## src/rtl/add_seq_pkg.sv

```systemverilog
// Shared types and sizing helpers for the byte-serial adder sequencer.
package add_seq_pkg;

  localparam int BYTE_W = 8;

  typedef enum logic [1:0] {
    IDLE = 2'd0,
    CALC = 2'd1,
    DONE = 2'd2
  } state_e;

  // Number of byte steps needed for a given operand width.
  function automatic int nb_of(input int width);
    return width / BYTE_W;
  endfunction

  // Byte index width, kept at least one bit so WIDTH=8 still has a register.
  function automatic int idx_w_of(input int width);
    int nb;
    nb = width / BYTE_W;
    return (nb > 1) ? $clog2(nb) : 1;
  endfunction

endpackage

```

## src/rtl/adder8_cin.sv

```systemverilog
// Combinational 8-bit adder slice with carry in/out, built as a ripple of
// 1-bit full adders.
module adder8_cin
  import add_seq_pkg::*;
(
  input  logic [BYTE_W-1:0] a,
  input  logic [BYTE_W-1:0] b,
  input  logic              cin,
  output logic [BYTE_W-1:0] sum,
  output logic              cout
);

  logic carry_chain;

  // Ripple the carry through one full adder per bit.
  always_comb begin
    sum         = '0;
    carry_chain = cin;
    for (int i = 0; i < BYTE_W; i++) begin
      sum[i]      = a[i] ^ b[i] ^ carry_chain;
      carry_chain = (a[i] & b[i]) | (carry_chain & (a[i] ^ b[i]));
    end
  end

  assign cout = carry_chain;

endmodule

```

## src/rtl/add_seq_ctrl.sv

```systemverilog
// Byte-serial WIDTH-bit adder: one 8-bit slice reused over WIDTH/8 cycles,
// LSB byte first, with valid/ready handshakes on both sides.
// Optional subtract mode is built when ADD_SEQ_SUB_EN is defined.
//
// state | meaning
// ------+-----------------------------------------------------------
// IDLE  | in_ready=1, waiting for operands
// CALC  | one byte per edge through the slice, carry held in carry_q
// DONE  | out_valid=1, sum/cout held until out_ready
module add_seq_ctrl
  import add_seq_pkg::*;
#(
  parameter int WIDTH = 32
) (
  input  logic             clk,
  input  logic             rst_n,
  input  logic             in_valid,
  output logic             in_ready,
  input  logic [WIDTH-1:0] a,
  input  logic [WIDTH-1:0] b,
  input  logic             cin,
  input  logic             op,
  output logic             out_valid,
  input  logic             out_ready,
  output logic [WIDTH-1:0] sum,
  output logic             cout
);

  localparam int NB    = nb_of(WIDTH);
  localparam int IDX_W = idx_w_of(WIDTH);
  localparam logic [IDX_W-1:0] IDX_LAST = IDX_W'(NB - 1);

  state_e             state_q, state_d;
  logic [IDX_W-1:0]   idx_q, idx_d;
  logic               carry_q, carry_d;
  logic [WIDTH-1:0]   a_q, a_d;
  logic [WIDTH-1:0]   b_q, b_d;
  logic [WIDTH-1:0]   sum_q, sum_d;
  logic               cout_q, cout_d;

  logic [BYTE_W-1:0]  slice_a, slice_b, slice_sum;
  logic               slice_cout;

`ifdef ADD_SEQ_SUB_EN
  logic               op_q, op_d;
`else
  logic               unused_op;
  assign unused_op = op;
`endif

  // Pick the current operand bytes; b is inverted in subtract mode.
  always_comb begin
    slice_a = '0;
    slice_b = '0;
    for (int i = 0; i < NB; i++) begin
      if (idx_q == IDX_W'(i)) begin
        slice_a = a_q[i*BYTE_W +: BYTE_W];
        slice_b = b_q[i*BYTE_W +: BYTE_W];
      end
    end
`ifdef ADD_SEQ_SUB_EN
    if (op_q) slice_b = ~slice_b;
`endif
  end

  adder8_cin u_slice (
    .a    (slice_a),
    .b    (slice_b),
    .cin  (carry_q),
    .sum  (slice_sum),
    .cout (slice_cout)
  );

  // Next-state, operand capture and per-byte result update.
  always_comb begin
    state_d = state_q;
    idx_d   = idx_q;
    carry_d = carry_q;
    a_d     = a_q;
    b_d     = b_q;
    sum_d   = sum_q;
    cout_d  = cout_q;
`ifdef ADD_SEQ_SUB_EN
    op_d    = op_q;
`endif
    unique case (state_q)
      IDLE: begin
        if (in_valid) begin
          a_d     = a;
          b_d     = b;
          idx_d   = '0;
          carry_d = cin;
`ifdef ADD_SEQ_SUB_EN
          op_d    = op;
          if (op) carry_d = 1'b1;
`endif
          state_d = CALC;
        end
      end
      CALC: begin
        for (int i = 0; i < NB; i++) begin
          if (idx_q == IDX_W'(i)) sum_d[i*BYTE_W +: BYTE_W] = slice_sum;
        end
        carry_d = slice_cout;
        if (idx_q == IDX_LAST) begin
          cout_d  = slice_cout;
          idx_d   = '0;
          state_d = DONE;
        end else begin
          idx_d = idx_q + IDX_W'(1);
        end
      end
      DONE: begin
        if (out_ready) state_d = IDLE;
      end
      default: state_d = IDLE;
    endcase
  end

  // State, operand and result registers.
  always_ff @(posedge clk or negedge rst_n) begin
    if (!rst_n) begin
      state_q <= IDLE;
      idx_q   <= '0;
      carry_q <= 1'b0;
      a_q     <= '0;
      b_q     <= '0;
      sum_q   <= '0;
      cout_q  <= 1'b0;
`ifdef ADD_SEQ_SUB_EN
      op_q    <= 1'b0;
`endif
    end else begin
      state_q <= state_d;
      idx_q   <= idx_d;
      carry_q <= carry_d;
      a_q     <= a_d;
      b_q     <= b_d;
      sum_q   <= sum_d;
      cout_q  <= cout_d;
`ifdef ADD_SEQ_SUB_EN
      op_q    <= op_d;
`endif
    end
  end

  assign in_ready  = (state_q == IDLE);
  assign out_valid = (state_q == DONE);
  assign sum       = sum_q;
  assign cout      = cout_q;

endmodule

```

## config.mk

```make
export PLATFORM = sky130hd
export DESIGN_NAME = add_seq_ctrl
export DESIGN_NICKNAME = d
export VERILOG_FILES = /design/src/rtl/add_seq_pkg.sv /design/src/rtl/adder8_cin.sv /design/src/rtl/add_seq_ctrl.sv
export SDC_FILE = /design/constraint.sdc
export NUM_CORES = 1
export LEC_CHECK = 0
export BUFFER_PORTS_ARGS = -buffer_cell sky130_fd_sc_hd__buf_2
export CORE_AREA = 2 2 102 104
export DETAILED_ROUTE_END_ITERATION = 8
export DIE_AREA = 0 0 104 106
export GPL_ROUTABILITY_DRIVEN = 1
export HOLD_SLACK_MARGIN = 0.08
export PLACE_DENSITY = 0.75
export REMOVE_ABC_BUFFERS = 1
export SLEW_MARGIN = 20
export SYNTH_ARGS = -nofsm -noshare
export SYNTH_HDL_FRONTEND = slang
export SYNTH_SLANG_ARGS = --single-unit
```

## constraint.sdc

```tcl
create_clock -name clk -period 4.8 [get_ports clk]
set_input_delay 0.96 -clock clk [delete_from_list [all_inputs] [get_ports clk]]
set_output_delay 0.96 -clock clk [all_outputs]
set_load 0.01 [all_outputs]
```

; Yosys cells after proc, flatten, opt, wreduce, memory -nomap -nowiden
; Index checks and enable logic that the tools add are counted.
[totals]
ff_bits = 102
word_cells = 86
[op_classes]
add_sub_neg = 1
eq_ne = 8
mux = 17
bitwise = 40
n_reduce_logical = 10
[op_table]
columns = operator, count
row1 = 8-bit 2-to-1 mux, 8
row2 = 1-bit AND, 16
row3 = 1-bit XOR, 16
row4 = 2-bit AND reduction, 6
row5 = 2-bit 2-to-1 mux, 5
row6 = 1-bit OR, 8
row7 = "2-bit equality test, second input constant", 3
row8 = 2-bit case mux with 3 select lines, 1
row9 = "2-bit by 1-bit equality test with 1-bit output, second input constant", 2
row10 = 2-bit logical NOT, 2
row11 = "2-bit != test, second input constant", 2
row12 = 2-bit case mux with 2 select lines, 1
row13 = 3-bit AND reduction, 1
row14 = "2-bit by 1-bit adder with 2-bit output, second input constant", 1
row15 = "2-bit by 1-bit != test with 1-bit output, second input constant", 1
row16 = 1-bit case mux with 2 select lines, 1
row17 = 2-bit nonzero test, 1
row18 = 1-bit 2-to-1 mux, 1

; Logic depth before layout (Yosys ltp)
[logic_depth]
depth_word = 23
mapped_depth = 20
depth_no_buf = 18

; Modules after synthesis
; From an unflattened synthesis, not the netlist that was laid out.
[unflattened]
cells_unflattened = 312
area_unflattened_um2 = 4759.6
[by_module_without_submodules]
columns = mod, n_inst, cells_each, area_each_um2
row1 = add_seq_ctrl, 1, 294, 4561.9
row2 = adder8_cin, 1, 18, 197.7

; Worst setup path after synthesis
; Ideal clock, no wire load.
[synth_path]
path_type = reg2reg
from = register idx_q[1]
to = register sum_q[31] (netlist: sum[31])
setup_time_ps = 125
arrival_time_ps = 4370
required_ps = 4675
setup_slack_ps = 305
path_stages_with_launch = 20
n_path_buf = 2
synth_period_minus_slack_ps = 4495
path_cell_list = dfrtp_1 inv_1 ha_1 buf_2 clkbuf_1 nand2_1 o211ai_1 o221ai_1 fa_1 inv_1 fa_1 fa_1 inv_1 fa_1 fa_1 fa_1 fa_1 inv_1 fa_1 mux2_2
[synth_between]
elab_chain_cells = 21
word_cells_on_any_way = 43
cone_classes = eq/ne (3) / mux (8) / bitwise (30) / reduce/logical (2)
[synth_lines]
columns = element, line_no
row1 = from (decl), add_seq_ctrl.sv:34  ; logic [IDX_W-1:0] idx_q, idx_d;
row2 = from (signal assigned), add_seq_ctrl.sv:135  ; idx_q <= idx_d;
row3 = 2-bit logical NOT, add_seq_ctrl.sv:56  ; if (idx_q == IDX_W'(i)) begin
row4 = 8-bit 2-to-1 mux (4 in series), add_seq_ctrl.sv:56
row5 = 1-bit XOR, adder8_cin.sv:21  ; carry_chain = (a[i] & b[i]) | (carry_chain & (a[i] ^ b[i]));
row6 = 1-bit AND, adder8_cin.sv:21
row7 = 1-bit OR, adder8_cin.sv:21
row8 = 1-bit AND, adder8_cin.sv:21
row9 = 1-bit OR, adder8_cin.sv:21
row10 = 1-bit AND, adder8_cin.sv:21
row11 = [... 3 more ...], -
row12 = 1-bit AND, adder8_cin.sv:21
row13 = 1-bit OR, adder8_cin.sv:21
row14 = 1-bit AND, adder8_cin.sv:21
row15 = 1-bit OR, adder8_cin.sv:21
row16 = 1-bit AND, adder8_cin.sv:21
row17 = 1-bit OR, adder8_cin.sv:21
row18 = 1-bit XOR (*), adder8_cin.sv:20  ; sum[i] = a[i] ^ b[i] ^ carry_chain;
row19 = named net slice_sum[7], add_seq_ctrl.sv:41  ; logic [BYTE_W-1:0] slice_a, slice_b, slice_sum;
row20 = to (signal assigned), add_seq_ctrl.sv:139  ; sum_q <= sum_d;
row21 = to (decl), add_seq_ctrl.sv:38  ; logic [WIDTH-1:0] sum_q, sum_d;
; The timed path passes the listed nets; every way through them passes the cells marked *.
; A chain may end at the register's enable or synchronous reset.

; Final worst setup path
[layout_path]
from = register idx_q[0]
to = register sum_q[31] (netlist: sum[31])
; The elaborated chain is that of the path after synthesis.

==> flow_metrics.py <==
metrics = {
    "outcome": {
        "status": "complete, no violations",
    },
    "grt": {
        "antenna_found_initial": 0,
        "grtUsageTotal": 0.183,
        "grt_first_pass_wirelength_microns": 15900,
        "grt_pass1_vias": 3161,
        "grt_max_degree": 68,
        "grt_overflow": 0,
    },
    "routing": {
        "wl_microns": 9820,
        "viasPerCell": 5.18,
        "drt-initial-drc-count": 102,
        "dr.pass1.iters": 4,
        "wl_per_cell_microns": 17.1,
        "ant_nets": 0,
        "num_vias": 2977,
        "drcViolationCount": 0,
    },
    "clock_tree": {
        "htree_levels": 3,
        "cts_setup_buffers": 0,
        "clkTransAtPathRegs_ps": 90,
        "clk_latency_ps": 350,
        "cts_tree": "done",
        "clockBufferDepth": 2,
        "numClockSinks": 102,
        "cts_made_buffers": 9,
        "cts-root-buf": "clkbuf_8",
    },
    "floorplanning": {
        "fp-row-count": 37,
        "start_util": 0.475,
        "die_height_microns": 106,
        "core_sq_um": 10000,
        "io_pins": 105,
        "die_area_sq_um": 11000,
        "die_width_microns": 104,
    },
    "layout": {
        "fill_cells": 858,
        "most-common-layout-cells": "102 x dfrtp_1, 102 x buf_2, 60 x mux2_4",
        "insertedDiodeCount": 0,
        "area_growth_pct": 15.9,
        "drive_above_1_share": 0.478,
        "instances_no_fill": 575,
        "fin_nets": 516,
    },
    "sta": {
        "finalSetupTns_ps": 0,
        "hold_viol": 0,
        "worst_pin_slew_ps": 838,
        "rsz0062_at_grt": "no",
        "min_period_ps": 4560,
        "finalClockSkew_ps": 15.6,
        "setup_viol": 0,
        "timing.fmax_mhz": 219,
        "period_share": 0.950,
        "final_max_slew_viol_count": 0,
        "max_slew_margin": 0.441,
    },
    "yosys": {
        "synth_flop_cell": "dfrtp_1",
        "synth_compound_area_frac": 0.0872,
        "synth_top_family_by_area": "multiplexers",
        "ys_seq_area_frac": 0.538,
        "syn_area_sq_um": 4750,
        "syn_avg_cell_area_sq_um": 14.3,
        "synthCells": 333,
        "synth_enable_flop_cells": 0,
        "synth.distinct_cells": 34,
        "synthArstFlopShare": 1.00,
        "synth_fa_ha_area_frac": 0.0443,
        "ys_seq_elements": 102,
        "ys_top_cells_by_area": "dfrtp_1 54%, mux2_4 19%, mux2_2 4.0%",
        "yosys.area.top_type": "dfrtp_1",
        "yosys.area_share.simple": 0.0490,
        "synth_top_area_frac": 0.538,
        "muxShareOfSynthArea": 0.232,
        "synth_xor_area_frac": 0,
        "yosys_warnings": 0,
    },
    "power": {
        "power-per-cell-area_nw_per_um2": 814,
        "power.leakage_nw": 2.60,
        "ir_drop_mv": 0.312,
        "finalPower_mw": 4.48,
    },
    "placed_design": {
        "place.port_buffers": 103,
        "dpl.cell_count": 559,
        "dp_hpwl_microns": 7220,
        "place.gp.congestion": 0.807,
    },
    "worst_setup_path": {
        "startpoint_type": "flop",
        "path_max_fanout": 6,
        "end_kind": "flop",
        "required_ps": 5030,
        "cp.arrival_ps": 4800,
        "criticalPathCategory": "reg -> reg",
    },
    "job": {
        "maxCapViolCount": 0,
    },
    "min_path": {
        "hp-class": "reg -> reg",
    },
}
-- flip-flops by register name (all words and copies together), names as in the netlist --
| signal | cells |
|---|---|
| cout | 1 |
| state_q | 2 |
| idx_q | 2 |
| a_q | 32 |
| carry_q | 1 |
| b_q | 32 |
| sum | 32 |
-- synth_stat cells (8+ instances only) --
cell	n
a21oi_1	8
buf_2	8
dfrtp_1	102
fa_1	8
inv_1	8
mux2_2	17
mux2_4	60
nand2_1	29
nand3b_1	8
o21ai_0	20
o221ai_1	10
-- worst paths after layout --
path | from | end | slack (ps) | depth (start not counted)
setup / recovery | idx_q[0] | sum[31] | 240 | 16
hold / removal | sum[29] | sum[29] | 480 | 2
setup reg to reg | idx_q[0] | sum[31] | 240 | 16
hold reg to reg | sum[29] | sum[29] | 480 | 2
max in group asynchronous | rst_n | a_q[1] | 3130 | 2
min in group asynchronous | rst_n | b_q[30] | 690 | 1
-- worst max-delay path, stage by stage, from the launching register on --
cell and delay, ps:
dfrtp_1 440, ha_1 280, nor2_1 130, o211ai_1 100, o221ai_1 160, fa_1 440, inv_1 80, fa_1 190
fa_1 180, inv_1 50, fa_1 400, fa_1 410, fa_1 420, fa_1 380, inv_1 80, fa_1 450
mux2_2 280
-- logic make-up (layout without fill, tap and decap cells) --
family,after synthesis,count (layout)
AND/OR/NAND/NOR,49,49
flip-flops,102,102
multiplexers,78,78
AO/OA/AOI/OAI,61,61
adder cells (fa/ha/maj),12,12
buffers and inverters,31,137
-- report_power, final --
part / total (mW) / internal (mW) / switching, mW
sequential: 1.57 / 1.31 / 0.265
combinational: 2.42 / 1.23 / 1.19
clock: 0.492 / 0.204 / 0.288
-- cell type report --
cell class / instances / area, sq um / area share
inverter: 9 / 33.8 / 0.00614
clock buffer: 10 / 138 / 0.0250
tap: 136 / 170 / 0.0309
timing repair buffer: 112 / 586 / 0.106
multi-input combinational: 200 / 1980 / 0.359
sequential: 102 / 2550 / 0.464
clock inverter: 6 / 47.5 / 0.00864
-- timing repair --
action,in CTS,in global routing
hold buffers,0,0
setup endpoints to repair,0,4
resized for setup,0,5
-- per-layer routing --
layer  part of all wire  track usage  vias to the layer above
met4              0.021       0.0734                        0
met1               0.47        0.247                     1493
met2               0.47        0.298                       83
met5                  0            0                        -
met3              0.035       0.0307                       13
li1                   -            -                     1388
-- through the flow --
step | hold slack [ps] | setup WS, ps | utilization | area (sq um)
after global routing | 526 | 9.23 | 0.550 | 5500
after global placement | 456 | 292 | 0.530 | 5300
after floorplan | 481 | 270 | - | 4550
final | 482 | 238 | 0.550 | 5500
after CTS | 488 | 134 | 0.549 | 5490
after detailed placement | 466 | 152 | 0.530 | 5300
(Power assumes the default switching activity.)
